===== src/rtl/line_rotate_ctrl_pkg.sv =====
// Shared types and constants for the rotating line-buffer sequencer.
package line_rotate_ctrl_pkg;
  localparam int LINE_BUFS = 4;
  localparam logic [LINE_BUFS-1:0] WR_LINE_RST = 4'b0001;

  typedef enum logic [1:0] {
    ST_IDLE = 2'd0,
    ST_FILL = 2'd1,
    ST_RUN  = 2'd2
  } state_t;

  function automatic logic [LINE_BUFS-1:0] rotl(input logic [LINE_BUFS-1:0] v);
    return {v[LINE_BUFS-2:0], v[LINE_BUFS-1]};
  endfunction
endpackage


===== src/rtl/line_rotate_ctrl_if.sv =====
// Pixel-stream qualifiers in, line-buffer control out. o_sof_err exists only with LRC_RESYNC_EN.
interface line_rotate_ctrl_if import line_rotate_ctrl_pkg::*; #(
  parameter int COL_W = 9,
  parameter int ROW_W = 9
);
  logic                 i_sof;
  logic                 i_pix_valid;
  logic [LINE_BUFS-1:0] o_wr_line;
  logic [1:0]           o_sel;
  logic [COL_W-1:0]     o_col;
  logic [ROW_W-1:0]     o_row;
  logic                 o_win_valid;
  logic                 o_eol;
  logic                 o_eof;
  logic                 o_busy;
`ifdef LRC_RESYNC_EN
  logic                 o_sof_err;
`endif

  modport master (
    output i_sof, i_pix_valid,
    input  o_wr_line, o_sel, o_col, o_row, o_win_valid, o_eol, o_eof, o_busy
`ifdef LRC_RESYNC_EN
    , input o_sof_err
`endif
  );

  modport slave (
    input  i_sof, i_pix_valid,
    output o_wr_line, o_sel, o_col, o_row, o_win_valid, o_eol, o_eof, o_busy
`ifdef LRC_RESYNC_EN
    , output o_sof_err
`endif
  );
endinterface


===== src/rtl/line_rotate_ctrl_pix_counter.sv =====
// Modulo-MAX counter with enable, sync clear (priority) and terminal-count flag.
module pix_counter #(
  parameter int CNT_W = 9,
  parameter int MAX   = 256
) (
  input  logic             clk,
  input  logic             rst_n,
  input  logic             en,
  input  logic             clr,
  output logic [CNT_W-1:0] cnt,
  output logic             tc
);
  assign tc = (cnt == CNT_W'(MAX - 1));

  always_ff @(posedge clk or negedge rst_n) begin
    if (!rst_n)   cnt <= '0;
    else if (clr) cnt <= '0;
    else if (en)  cnt <= tc ? '0 : cnt + 1'b1;
  end
endmodule


===== src/rtl/line_rotate_ctrl.sv =====
// Column/row sequencer and line-buffer rotation for the 3x3 window stage.
// Optional LRC_RESYNC_EN: mid-frame i_sof restarts the frame and pulses o_sof_err.
module line_rotate_ctrl import line_rotate_ctrl_pkg::*; #(
  parameter int IMG_WIDTH  = 256,
  parameter int IMG_HEIGHT = 256,
  parameter int COL_W      = 9,
  parameter int ROW_W      = 9
) (
  input logic               clk,
  input logic               rst_n,
  line_rotate_ctrl_if.slave bus
);
  state_t               state;
  logic [COL_W-1:0]     col_q;
  logic [ROW_W-1:0]     row_q;
  logic                 col_tc, row_tc;
  logic                 start, adv, line_last, frame_last;
  logic [LINE_BUFS-1:0] wr_line;
  logic [1:0]           sel;
  logic                 win, eol, eof, busy;

`ifdef LRC_RESYNC_EN
  logic sof_err;
  assign start = bus.i_pix_valid && bus.i_sof;
  assign bus.o_sof_err = sof_err;
`else
  assign start = bus.i_pix_valid && bus.i_sof && (state == ST_IDLE);
`endif
  assign adv = bus.i_pix_valid && !start && (state != ST_IDLE);

  // col_q/row_q hold the previous pixel; this pixel ends its line when col_q is IMG_WIDTH-2
  assign line_last  = adv && (col_q == COL_W'(IMG_WIDTH - 2));
  assign frame_last = line_last && row_tc;

  pix_counter #(.CNT_W(COL_W), .MAX(IMG_WIDTH)) u_col (
    .clk(clk), .rst_n(rst_n), .en(adv), .clr(start), .cnt(col_q), .tc(col_tc)
  );

  pix_counter #(.CNT_W(ROW_W), .MAX(IMG_HEIGHT)) u_row (
    .clk(clk), .rst_n(rst_n), .en(adv && col_tc), .clr(start), .cnt(row_q), .tc(row_tc)
  );

  always_ff @(posedge clk or negedge rst_n) begin
    if (!rst_n) begin
      state   <= ST_IDLE;
      wr_line <= WR_LINE_RST;
      sel     <= 2'd0;
      win     <= 1'b0;
      eol     <= 1'b0;
      eof     <= 1'b0;
      busy    <= 1'b0;
`ifdef LRC_RESYNC_EN
      sof_err <= 1'b0;
`endif
    end else begin
      win <= 1'b0;
      eol <= 1'b0;
      eof <= 1'b0;
`ifdef LRC_RESYNC_EN
      sof_err <= 1'b0;
`endif
      if (start) begin
        state   <= ST_FILL;
        wr_line <= WR_LINE_RST;
        sel     <= 2'd0;
        busy    <= 1'b1;
`ifdef LRC_RESYNC_EN
        sof_err <= (state != ST_IDLE);
`endif
      end else begin
        // busy stays up through the o_eof cycle and drops one cycle later
        if (state == ST_IDLE) busy <= 1'b0;
        if (adv) begin
          eol <= line_last;
          eof <= frame_last;
          win <= (state == ST_RUN);
          if (col_tc) begin
            wr_line <= rotl(wr_line);
            sel     <= sel + 2'd1;
          end
          if (state == ST_FILL && line_last && row_q == ROW_W'(1)) state <= ST_RUN;
          else if (state == ST_RUN && frame_last)                  state <= ST_IDLE;
        end
      end
    end
  end

  assign bus.o_wr_line   = wr_line;
  assign bus.o_sel       = sel;
  assign bus.o_col       = col_q;
  assign bus.o_row       = row_q;
  assign bus.o_win_valid = win;
  assign bus.o_eol       = eol;
  assign bus.o_eof       = eof;
  assign bus.o_busy      = busy;
endmodule


===== src/flat_wrapper.sv =====
// flat-port wrapper written by rule: the top's interface ports become plain ports
module line_rotate_ctrl_flat import line_rotate_ctrl_pkg::*;
#(
  parameter int IMG_WIDTH  = 256,
  parameter int IMG_HEIGHT = 256,
  parameter int COL_W      = 9,
  parameter int ROW_W      = 9
)
  (clk, rst_n, bus_i_sof, bus_i_pix_valid, bus_o_wr_line, bus_o_sel, bus_o_col, bus_o_row, bus_o_win_valid, bus_o_eol, bus_o_eof, bus_o_busy);
  line_rotate_ctrl_if #(.COL_W(COL_W), .ROW_W(ROW_W)) bus_i ();
  input logic clk;
  input logic rst_n;
  input wire logic [$bits(bus_i.i_sof)-1:0] bus_i_sof;
  input wire logic [$bits(bus_i.i_pix_valid)-1:0] bus_i_pix_valid;
  output wire logic [$bits(bus_i.o_wr_line)-1:0] bus_o_wr_line;
  output wire logic [$bits(bus_i.o_sel)-1:0] bus_o_sel;
  output wire logic [$bits(bus_i.o_col)-1:0] bus_o_col;
  output wire logic [$bits(bus_i.o_row)-1:0] bus_o_row;
  output wire logic [$bits(bus_i.o_win_valid)-1:0] bus_o_win_valid;
  output wire logic [$bits(bus_i.o_eol)-1:0] bus_o_eol;
  output wire logic [$bits(bus_i.o_eof)-1:0] bus_o_eof;
  output wire logic [$bits(bus_i.o_busy)-1:0] bus_o_busy;
  assign bus_i.i_sof = bus_i_sof;
  assign bus_i.i_pix_valid = bus_i_pix_valid;
  assign bus_o_wr_line = bus_i.o_wr_line;
  assign bus_o_sel = bus_i.o_sel;
  assign bus_o_col = bus_i.o_col;
  assign bus_o_row = bus_i.o_row;
  assign bus_o_win_valid = bus_i.o_win_valid;
  assign bus_o_eol = bus_i.o_eol;
  assign bus_o_eof = bus_i.o_eof;
  assign bus_o_busy = bus_i.o_busy;
  line_rotate_ctrl #(.IMG_WIDTH(IMG_WIDTH), .IMG_HEIGHT(IMG_HEIGHT), .COL_W(COL_W), .ROW_W(ROW_W)) u_core (.clk(clk), .rst_n(rst_n), .bus(bus_i));
endmodule

===== config.mk =====
export PLATFORM = sky130hd
export DESIGN_NAME = line_rotate_ctrl_flat
export DESIGN_NICKNAME = d
export VERILOG_FILES = /design/src/rtl/line_rotate_ctrl_pkg.sv /design/src/rtl/line_rotate_ctrl_if.sv /design/src/rtl/line_rotate_ctrl_pix_counter.sv /design/src/rtl/line_rotate_ctrl.sv /design/src/flat_wrapper.sv
export SDC_FILE = /design/constraint.sdc
export NUM_CORES = 1
export LEC_CHECK = 0
export CELL_PAD_IN_SITES_DETAIL_PLACEMENT = 0
export CELL_PAD_IN_SITES_GLOBAL_PLACEMENT = 1
export CORE_MARGIN = 2
export CORE_UTILIZATION = 41
export CTS_CLUSTER_SIZE = 10
export DETAILED_ROUTE_END_ITERATION = 8
export PLACE_DENSITY_LB_ADDON = 0.1
export SETUP_SLACK_MARGIN = 0.1
export SLEW_MARGIN = 10
export SYNTH_ARGS = -nofsm -noshare
export SYNTH_HDL_FRONTEND = slang
export SYNTH_SLANG_ARGS = --single-unit

===== constraint.sdc =====
create_clock -name clk -period 5.2 [get_ports clk]
set_clock_uncertainty 0.2 [all_clocks]
set_input_delay 0.52 -clock clk [delete_from_list [all_inputs] [get_ports clk]]
set_output_delay 0.52 -clock clk [all_outputs]
set_load 0.01 [all_outputs]

=== Word level (Yosys, flattened, before mapping) ===
Index checks and enable logic that the tools add are counted.

* Add/sub/neg operators: 3
* Equality and inequality tests: 6
* Multiplexer cells: 24
* Reductions and logical operators: 20

{| class="wikitable"
|+ Operator list
! cell !! number
|-
| $mux W9 || 6
|-
| $eq A9 B8 Y1 const B || 3
|-
| $add A9 B1 Y9 const B || 2
|-
| $mux W2 || 7
|-
| $mux W4 || 3
|-
| $logic_and A1 B1 Y1 || 10
|-
| $reduce_bool A2 Y1 || 5
|-
| $eq A9 B1 Y1 const B || 1
|-
| $mux W1 || 8
|-
| $reduce_and A2 Y1 || 2
|-
| $reduce_bool A3 Y1 || 1
|-
| $add A2 B1 Y2 const B || 1
|-
| $eq A2 B1 Y1 const B || 1
|-
| $eq A2 B2 Y1 const B || 1
|-
| $logic_not A2 Y1 || 1
|-
| $logic_not A1 Y1 || 1
|}

* Register bits: 30
* Bits of input ports: 4
* Output and inout port bits: 28
* Word-level logic and storage cells: 62

=== Depth between registers and ports, before layout ===
Gate-level depths: netlist of the first run.

* Depth in word-level cells: 12
* Mapped depth: 6
* Depth with buffers taken out: 6

=== Modules after synthesis ===
From an unflattened synthesis of the first run, not the netlist that was laid out.

* Cell total of the unflattened synthesis: 159
* Area, all modules: 1,561.5 µm²

{| class="wikitable"
|+ By module, submodules not included
! module !! times used !! cells an instance !! area an instance (µm²)
|-
| pix_counter || 2 || 52 || 504.2
|-
| line_rotate_ctrl || 1 || 55 || 553.0
|}

=== Worst setup path after synthesis of the first run ===
No wires, ideal clock.

* Path kind: reg-to-reg
* Start: reg u_core.u_col.cnt[4]
* End: reg u_core.u_row.cnt[6]
* Arrival time: 1.617 ns
* Required time: 4.881 ns
* Path slack: 3.264 ns
* Cell stages (with the launch flop): 7
* Buffers on the path: 2
* Cell sequence: dfrtp_1 -> buf_2 -> nand4_2 -> or3_1 -> buf_2 -> o31a_1 -> o21a_1

* Cells in the longest elaborated chain, start to end: 3

{| class="wikitable"
|+ RTL lines
! what !! RTL line !! text
|-
| start: declaration || line_rotate_ctrl_pix_counter.sv:10 || <nowiki>output logic [CNT_W-1:0] cnt,</nowiki>
|-
| start signal: assignment || line_rotate_ctrl_pix_counter.sv:18 || <nowiki>else if (en) cnt <= tc ? '0 : cnt + 1'b1;</nowiki>
|-
| $eq A9 B8 Y1 || line_rotate_ctrl_pix_counter.sv:13 || <nowiki>assign tc = (cnt == CNT_W'(MAX - 1));</nowiki>
|-
| $logic_and A1 B1 Y1 || line_rotate_ctrl.sv:40 || <nowiki>.clk(clk), .rst_n(rst_n), .en(adv && col_tc), .clr(start), .cnt(row_q), .tc(row_tc)</nowiki>
|-
| $reduce_bool A2 Y1 (no source line) || n/a ||
|-
| end signal: assignment || line_rotate_ctrl_pix_counter.sv:18 ||
|-
| end: declaration || line_rotate_ctrl_pix_counter.sv:10 ||
|}

No other way between the ends.
A chain may end at the register's enable or synchronous reset.

=== Worst setup path in the final report of the first run ===
* Start: in bus_i_pix_valid
* End: reg u_core.u_row.cnt[6]

* Cells in the longest elaborated chain, start to end: 7
* Elaborated cells between the ends (all ways): 8
* Classes of those cells: mux (1); reduce/logical (7)

{| class="wikitable"
|+ RTL lines
! what !! RTL line !! text
|-
| start: declaration || flat_wrapper.sv:14 || <nowiki>input wire logic [$bits(bus_i.i_pix_valid)-1:0] bus_i_pix_valid;</nowiki>
|-
| $logic_and A1 B1 Y1 (2 in series) || line_rotate_ctrl.sv:27 || <nowiki>assign start = bus.i_pix_valid && bus.i_sof && (state == ST_IDLE);</nowiki>
|-
| $logic_not A1 Y1 || line_rotate_ctrl.sv:29 || <nowiki>assign adv = bus.i_pix_valid && !start && (state != ST_IDLE);</nowiki>
|-
| $logic_and A1 B1 Y1 (2 in series) || line_rotate_ctrl.sv:29 ||
|-
| $logic_and A1 B1 Y1 || line_rotate_ctrl.sv:40 ||
|-
| $reduce_bool A2 Y1 (no source line) || n/a ||
|}

Several ways; a longest one is shown, not always the timed one.

==> results.md, run 1 <==
* Worst-Margin Slew at 0.780 ns
* Wire length per cell at 15.4 microns
* Die ar. at 4170 sq um
* Synth area leaders: dfrtp_1 (48%), nand2_1 (4.7%), ha_1 (3.3%)
* CTS tree: done
* Fmax at 0.445 GHz
* Net count after synthesis at 157
* Most frequent cell after synthesis: dfrtp_1
* Post-synthesis mux area share at 1.33%
* Synth cell types at 40
* Starting Density at 44.0%
* Slew Viols, Final at 0
* Register area share after synthesis at 50.0%
* IO buf count at 31
* Placed Cells at 223
* CTS Hold Bufs at 0
* First-pass GRT wire length at 6200 microns
* Share of cells above drive strength 1 at 6.49%
* Final worst path period share at 43.3%
* Yosys top cell area share at 48.3%
* Clock sink count at 30
* Slowest-stage cell, CP: clkdlybuf4s50_1
* CTS max path bufs at 2
* CP Capture Type: register
* Number of global-route vias before repair at 1247
* Placer Congestion at 0.796
* Post-CTS setup buffer count at 0
* # diodes at 0
* Root buffer cell: clkbuf_4
* Pwr/cell area at 263 nW/um^2
* Setup-failing EPs final at 0
* XOR/XNOR share of the synthesized area at 2.33%
* CORE AREA at 3420 sq um
* Final WS setup at 2.95 ns
* Clock Latency Late Sink at 0.33 ns
* Post-Syn Area per Cell at 10.1 sq um
* FFs w/ async S/R, synth at 100%
* Final ANT Viol Nets at 0
* Yosys warning total at 0
* Drt initial violations at 84
* VDD IR max at 163 uV
* Dpl hpwl at 2570 microns
* Largest family of logic cells by synthesized area: simple AND/OR/NAND/NOR gates
* Req. time, crit path at 5.23 ns
* Cell accounting for the most synthesized area: dfrtp_1
* Remaining DRCs at 0
* Synth Area in Compound Gates at 15.4%
* Crit-path max FO at 7
* Largest net degree at the start of global routing at 31
* Period minus WS final at 2.25 ns
* Total wire length at 3560 microns
* DR pass1 iterations at 4
* Critical path cell sequence: clkdlybuf4s50_1 -> o21ai_1 -> or3_1 -> o31a_1 -> o21a_1
* Type of the worst setup path: primary input to register
* Ports at 32
* Initial antenna violation count at 0
* Vias per inst at 5.61
* Area Overhead vs Synth at 27.8%
* Dpl ws at 2.61 ns
* Crit path launch type: primary input
* Synthesized instance count at 149
* Post-Synth Simple-Gate Area at 25.1%
* Status: complete, no violations
* Max Cap Violations at 0
* RSZ-0062 raised after global routing: false
* Final hold vios at 0
* Number of synthesized register bits at 30
* TritonCTS Buffers at 5
* Routed via count at 1296
* Rel. slew slack at 47.5%
* CP bufs+invs at 1
* Post-synth EDFFs at 0
* Num rows at 21
* GR Overflow Total at 0
* Post-CTS sizing at 0
* GRT Total Usage at 19.7%
* Lkg Pwr at 0.872 nW
* Net count, final at 192
* Worst stage delay on the critical path at 0.56 ns
* Worst-path clk slew at 0.10 ns
* Synth Area in Adders at 3.33%
* DIE HEIGHT at 64.5 microns
* Power, Total at 0.000505 W
* Final TNS setup at 0 ns
* Largest delay share family, worst path: compound AO/OA/AOI/OAI gates
* Critical path arrival at 2.28 ns
* Synth top cells by count: dfrtp_1 (29), nand2_1 (19), nand3_1 (8), nor2_1 (8)
* Synthesized cell area at 1500 sq um
* Die X at 64.5 microns
* Filler-free cell count of the finished design at 231
* Min-Delay Path Class: register to register
* Ys flop type: dfrtp_1
* H-tree lvl count at 2
-- metrics by stage --
step / instance area, sq um / hold slack (ns) / utilization, %
floorplan: 1500 / 0.0244 / -
global placement: 1860 / 0.260 / 54.5
detailed placement: 1860 / 0.275 / 54.5
CTS: 1920 / 0.288 / 56.2
global route: 1920 / 0.313 / 56.2
finish: 1920 / 0.279 / 56.2
-- layout make-up --
type | count | area [sq um]
Inverter | 3 | 11.3
Clock inverter | 1 | 5.00
Fill cell | 300 | 1500
Tap cell | 46 | 57.6
Sequential cell | 30 | 752
Clock buffer | 7 | 55.1
Multi-Input combinational cell | 111 | 714
Timing Repair Buffer | 33 | 325
-- placed cells by master (no fill, tap or decap), types with 2 or more instances in the layout --
cell,synthesis,layout
and4_1,2,2
a21oi_1,4,4
ha_1,4,4
clkbuf_4,0,5
nor3_1,4,4
o31a_1,2,2
nand3_1,8,8
and3_1,5,5
a22o_1,4,4
o21ai_0,5,5
nand4_1,2,2
clkdlybuf4s50_1,0,31
and4b_1,3,3
nand2b_1,4,4
nor4_1,4,4
buf_4,0,2
dfrtp_1,29,29
mux2i_1,2,2
nand4b_1,2,2
a31oi_1,4,4
a21o_1,4,4
a211o_1,2,2
xor2_1,3,3
inv_1,3,3
nor2_1,8,8
a41oi_1,2,2
nand2_1,19,19
-- worst paths after layout --
kind	startpoint	end	slack [ns]	cells past startpoint
setup / recovery	bus_i_pix_valid	u_core.u_row.cnt[6]	2.95	5
hold / removal	u_core.bus.o_sel[1]	u_core.bus.o_sel[1]	0.28	1
setup reg to reg	u_core.u_col.cnt[4]	u_core.u_row.cnt[6]	3.16	4
hold reg to reg	u_core.bus.o_sel[1]	u_core.bus.o_sel[1]	0.28	1
max in group asynchronous	rst_n	u_core.bus.o_wr_line[0]	4.12	2
min in group asynchronous	rst_n	u_core.u_row.cnt[7]	0.37	2
-- report_power, final --
group	switching (W)	internal, W	total, W
clock	0.0000799	0.0000654	0.000145
sequential	0.0000310	0.000249	0.000280
combinational	0.0000368	0.0000433	0.0000801
total	0.000148	0.000357	0.000505
-- layer usage --
layer	track usage [%]	vias up	routed length, microns
li1	-	624	-
met1	27.5	627	1690
met2	28.9	37	1620
met3	5.90	8	178
met4	6.91	0	64
met5	0	-	0
-- sequential cells by signal, indices dropped and copies added, names as in the netlist --
name	count
u_core.state	2
u_core.bus.o_eol	1
u_core.bus.o_wr_line	4
u_core.u_col.cnt	9
u_core.bus.o_win_valid	1
u_core.bus.o_busy	1
u_core.u_row.cnt	9
u_core.bus.o_sel	2
u_core.bus.o_eof	1
-- kinds of logic (layout without fill, tap and decap cells) --
| family | Yosys count | after routing |
|---|---|---|
| buffers and inverters | 8 | 44 |
| xor gates and xnor gates | 4 | 4 |
| muxes | 2 | 2 |
| AOI/OAI and AO/OA | 33 | 33 |
| and+or+nand+nor | 68 | 68 |
| DFF | 30 | 30 |
| adders and majority gates | 4 | 4 |
Note: power is estimated with default switching activity, not from simulation.
==> inputs of run 2 (changes only) <==
Settings changed: CORE_UTILIZATION 41 to 38.
Clock period 5.2 ns to 2.17 ns, I/O delays scaled along.
==> results.md, run 2 (synthesis results as in run 1) <==
* Status: complete, no violations (unchanged)
* Lkg Pwr at 0.954 nW (was 0.872 nW)
* First-pass GRT wire length at 5870 microns (was 6200 microns)
* Num rows at 22 (was 21)
* Placer Congestion at 0.767 (was 0.796)
* RSZ-0062 raised after global routing: false (unchanged)
* Max Cap Violations at 0 (unchanged)
* FF-to-FF End: u_core.u_row.cnt[6] (unchanged)
* Root buffer cell: clkbuf_8 (was clkbuf_4)
* TritonCTS Buffers at 5 (unchanged)
* CTS max path bufs at 2 (unchanged)
* Commonest non-fill, non-tap cells in the layout: clkdlybuf4s50_1 (31), dfrtp_1 (29), nand2_1 (19) (unchanged)
* Worst-Margin Slew at 0.411 ns (was 0.780 ns)
* Fmax at 0.528 GHz
* Crit path launch type: register (was primary input)
* Critical path cell sequence: nand4_2 -> or3_4 -> o31a_1 -> o21a_1 (was clkdlybuf4s50_1 -> o21ai_1 -> or3_1 -> o31a_1 -> o21a_1)
* Final TNS setup at 0 ns (unchanged)
* Final worst path period share at 87.2%
* VDD IR max at 561 uV (was 163 uV)
* Period minus WS final at 1.89 ns
* Worst stage delay on the critical path at 0.48 ns (was 0.56 ns)
* Largest net degree at the start of global routing at 31 (unchanged)
* CP startpoint: u_core.u_col.cnt[5] (was bus_i_pix_valid)
* Clock sink count at 30 (unchanged)
* Worst reg2reg path startpoint: u_core.u_col.cnt[5] (was u_core.u_col.cnt[4])
* CTS tree: done (unchanged)
* Rel. slew slack at 72.3% (was 47.5%)
* Drt initial violations at 40 (was 84)
* H-tree lvl count at 2 (unchanged)
* Final hold vios at 0 (unchanged)
* Starting Density at 40.1% (was 44.0%)
* Final WS setup at 0.277 ns (was 2.95 ns)
* GRT Total Usage at 18.0% (was 19.7%)
* Dpl ws at 0.115 ns (was 2.61 ns)
* Req. time, crit path at 2.15 ns (was 5.23 ns)
* Die X at 66.9 microns (was 64.5 microns)
* Critical path arrival at 1.87 ns (was 2.28 ns)
* Min-Delay Path Class: primary input to async pin (was register to register)
* Pwr/cell area at 698 nW/um^2 (was 263 nW/um^2)
* Commonest non-fill, non-tap cell in the layout: clkdlybuf4s50_1 (unchanged)
* CORE AREA at 3740 sq um (was 3420 sq um)
* R2r setup slk at 0.28 ns (was 3.16 ns)
* Vias per inst at 5.39 (was 5.61)
* Setup-failing EPs final at 0 (unchanged)
* DR pass1 iterations at 4 (unchanged)
* Reg2Reg Depth at 4 (unchanged)
* Final ANT Viol Nets at 0 (unchanged)
* Type of the worst setup path: register to register (was primary input to register)
* Net count, final at 204 (was 192)
* IO buf count at 31 (unchanged)
* CP Capture Point: u_core.u_row.cnt[6] (unchanged)
* Area Overhead vs Synth at 37.6% (was 27.8%)
* # diodes at 0 (unchanged)
* Slowest-stage cell, CP: or3_4 (was clkdlybuf4s50_1)
* Worst-path clk slew at 0.07 ns (was 0.10 ns)
* Die ar. at 4470 sq um (was 4170 sq um)
* Dpl hpwl at 2570 microns (about the same)
* Clock Latency Late Sink at 0.28 ns (was 0.33 ns)
* CP Capture Type: register (unchanged)
* Routed via count at 1321 (was 1296)
* Number of global-route vias before repair at 1312 (was 1247)
* Initial antenna violation count at 0 (unchanged)
* CTS Hold Bufs at 0 (unchanged)
* Total wire length at 3500 microns (was 3560 microns)
* Remaining DRCs at 0 (unchanged)
* Slew Viols, Final at 0 (unchanged)
* DIE HEIGHT at 66.9 microns (was 64.5 microns)
* WHS at 0.130 ns (was 0.279 ns)
* Wire length per cell at 14.3 microns (was 15.4 microns)
* Crit-path max FO at 8 (was 7)
* Ports at 32 (unchanged)
* GR Overflow Total at 0 (unchanged)
* Share of cells above drive strength 1 at 13.2% (was 6.49%)
run 2: cell types whose count changed in the layout (fill, tap and decap cells not counted), sizes merged:
cell,previous run,this run
clkinv,1,2
buf,2,14
bufinv,0,1
clkbuf,7,5
run 2: what timing repair did:
| item | in CTS | in global routing |
|---|---|---|
| endpoints found under the setup margin | 0 | 1 |
| setup buffers | 0 | 0 |
| resized for setup | 0 | 1 |
run 2: worst min-delay path by stage:
| stage | slack (ns) | from | cells past startpoint | end |
|---|---|---|---|---|
| final | 0.13 | rst_n | 2 | u_core.u_row.cnt[3] |
| after detailed placement | 0.27 | u_core.bus.o_sel[1] | 1 | u_core.bus.o_sel[1] |
| after floorplan | -0.28 | rst_n | 0 | u_core.bus.o_busy |
| after global placement | 0.26 | u_core.bus.o_sel[1] | 1 | u_core.bus.o_sel[1] |
| after global routing | 0.18 | rst_n | 2 | u_core.bus.o_sel[0] |
| after CTS | 0.14 | rst_n | 2 | u_core.u_row.cnt[6] |
run 2: per-stage QoR:
step                std cells  cell area [sq um]  util (%)  power, W
floorplan                 149               1500         -  0.000752
global placement          237               1950      52.2  0.000897
detailed placement        237               1950      52.2  0.000905
CTS                       245               2060      55.1   0.00146
global route              245               2070      55.2   0.00154
finish                    245               2070      55.2   0.00144
run 2: power by group:
group / internal [W] / switching (W) / leakage (nW) / total (W)
clock network: 0.000337 / 0.000213 / 0.0579 / 0.000550
registers: 0.000597 / 0.0000516 / 0.392 / 0.000648
logic: 0.000130 / 0.000114 / 0.504 / 0.000244
run 2: area by class of cell:
type | count | area, sq um
inverters | 3 | 11.3
clock inverters | 3 | 40.0
multi-input cells | 111 | 719
repair buffers | 45 | 415
flip-flops and latches | 30 | 752
fillers | 362 | 1680
well taps | 48 | 60.1
clock buffers | 5 | 68.8
run 2: critical path, delay by kind of cell, from the launching register on:
| kind | cells | cell delay [ns] |
|---|---|---|
| AOI/OAI and AO/OA | 2 | 0.43 |
| and+or+nand+nor | 2 | 0.69 |
| DFF | 1 | 0.47 |
run 2: metal layers:
metal	GRT usage, %	up-vias	part of all wire [%]
li1	-	645	-
met1	20.8	643	46
met2	30.6	26	48
met3	5.41	7	4.1
met4	7.65	0	2.0
met5	0	-	0
==> inputs of run 3 (changes only) <==
Settings changed: CAP_MARGIN set to 20, CORE_MARGIN 2 to 10, HOLD_SLACK_MARGIN set to 0.02.
==> results.md, run 3 (synthesis results as in run 1) <==
* Status: complete, no violations (unchanged)
* GRT Total Usage at 11.2% (was 18.0%)
* Req. time, crit path at 2.14 ns (was 2.15 ns)
* VDD IR max at 391 uV (was 561 uV)
* Final TNS setup at 0 ns (unchanged)
* Period minus WS final at 1.96 ns (was 1.89 ns)
* Slew Viols, Final at 0 (unchanged)
* Rel. slew slack at 73.9% (was 72.3%)
* Worst-path clk slew at 0.07 ns (about the same)
* Dpl ws at 0.166 ns (was 0.115 ns)
* Number of global-route vias before repair at 1386 (was 1312)
* Critical path arrival at 1.93 ns (was 1.87 ns)
* First-pass GRT wire length at 6450 microns (was 5870 microns)
* Fillers at 358 (was 362)
* Commonest non-fill, non-tap cells in the layout: clkdlybuf4s50_1 (31), dfrtp_1 (29), nand2_1 (19) (unchanged)
* Root buffer cell: clkbuf_8 (unchanged)
* Final ANT Viol Nets at 0 (unchanged)
* Worst-Margin Slew at 0.387 ns (was 0.411 ns)
* Clock sink count at 30 (unchanged)
* Final WS setup at 0.206 ns (was 0.277 ns)
* CORE AREA at 3740 sq um (unchanged)
* Commonest non-fill, non-tap cell in the layout: clkdlybuf4s50_1 (unchanged)
* Share of cells above drive strength 1 at 13.2% (unchanged)
* Largest net degree at the start of global routing at 31 (unchanged)
* Lkg Pwr at 0.942 nW (was 0.954 nW)
* Multi-input logic area at 726 sq um (was 719 sq um)
* Post-CTS setup buffer count at 0 (unchanged)
* Routed via count at 1333 (was 1321)
* Pwr/cell area at 639 nW/um^2 (was 698 nW/um^2)
* CTS tree: done (unchanged)
* Final hold vios at 0 (unchanged)
* Fmax at 0.509 GHz (was 0.528 GHz)
* Crit path launch type: register (unchanged)
* Slowest-stage cell, CP: dfrtp_1 (was or3_4)
* DR pass1 iterations at 4 (unchanged)
* Wire length per cell at 15.4 microns (was 14.3 microns)
* Net count, final at 204 (unchanged)
* RSZ-0062 raised after global routing: false (unchanged)
* Drt initial violations at 65 (was 40)
* IO buf count at 31 (unchanged)
* FF+latch area at 752 sq um (unchanged)
* Placer Congestion at 0.866 (was 0.767)
* Clock Latency Late Sink at 0.28 ns (about the same)
* Die ar. at 6870 sq um (was 4470 sq um)
* Final worst path period share at 90.5% (was 87.2%)
* Crit-path max FO at 7 (was 8)
* DIE HEIGHT at 82.9 microns (was 66.9 microns)
* Setup-failing EPs final at 0 (unchanged)
* GR Overflow Total at 0 (unchanged)
* Max Cap Violations at 0 (unchanged)
* Vias per inst at 5.44 (was 5.39)
* Dpl hpwl at 2880 microns (was 2570 microns)
* CP Capture Type: register (unchanged)
* Min-Delay Path Class: primary input to async pin (unchanged)
* Post-Route Utilization at 54.7% (was 55.2%)
* Starting Density at 40.1% (unchanged)
* Total wire length at 3780 microns (was 3500 microns)
* Initial antenna violation count at 0 (unchanged)
* Type of the worst setup path: register to register (unchanged)
* TritonCTS Buffers at 5 (unchanged)
* Critical path cell sequence: ha_1 -> and4b_1 -> nand2_1 -> a21o_1 -> a221o_1 (was nand4_2 -> or3_4 -> o31a_1 -> o21a_1)
* Ports at 32 (unchanged)
* # diodes at 0 (unchanged)
* Num rows at 22 (unchanged)
* Area Overhead vs Synth at 36.2% (was 37.6%)
* Remaining DRCs at 0 (unchanged)
* CTS max path bufs at 2 (unchanged)
* Reg2Reg Depth at 5 (was 4)
* Worst stage delay on the critical path at 0.44 ns (was 0.48 ns)
* Die X at 82.9 microns (was 66.9 microns)
* H-tree lvl count at 2 (unchanged)
-- run 3: cell type report --
class | count | area share (%)
clock buffers | 6 | 3.55
clock inverters | 2 | 0.489
inverters | 3 | 0.550
multi-input cells | 111 | 35.5
flip-flops and latches | 30 | 36.7
well taps | 48 | 2.93
repair buffers | 45 | 20.3
-- run 3: worst max-delay path, delay by kind of cell, from the launching register on --
family | cells | cell delay (ns)
AOI/OAI and AO/OA | 2 | 0.67
adders and majority gates | 1 | 0.24
DFF | 1 | 0.44
and+or+nand+nor | 2 | 0.31
-- run 3: path summary, 6_finish.rpt --
kind / start / end / slack, ns
setup / recovery: u_core.u_col.cnt[1] / u_core.u_row.cnt[2] / 0.21
max in group asynchronous: rst_n / u_core.bus.o_wr_line[0] / 1.31
hold / removal: rst_n / u_core.u_row.cnt[3] / 0.12
hold reg to reg: u_core.bus.o_sel[1] / u_core.bus.o_sel[1] / 0.28
min in group clk: u_core.bus.o_sel[1] / u_core.bus.o_sel[1] / 0.28
setup reg to reg: u_core.u_col.cnt[1] / u_core.u_row.cnt[2] / 0.21
-- run 3: through the flow --
step,std cells,instance area [sq um],power [W],hold slack [ns]
floorplan,149,1500,0.000752,-0.279
global placement,237,1950,0.000889,0.262
detailed placement,237,1950,0.000898,0.275
CTS,245,2040,0.00133,0.130
global route,245,2050,0.00138,0.153
finish,245,2050,0.00131,0.122
-- run 3: power by group --
part           total (W)  leakage, nW  switching, W  internal (W)
clock           0.000423       0.0450      0.000202      0.000221
sequential      0.000657        0.392     0.0000601      0.000597
combinational   0.000227        0.505      0.000107      0.000120
total            0.00131        0.942      0.000369      0.000939
-- run 3: what timing repair did --
item                       in CTS  in global routing
hold buffers                    0                  0
setup endpoints to repair       0                  3
resized for setup               0                  2
-- run 3: metal layers --
layer	share of wire (%)	GRT usage, %	vias up
met1	43	12.4	645
met5	0	0	-
met2	49	18.6	32
met3	6.4	4.49	5
li1	-	-	651
met4	1.5	4.15	0
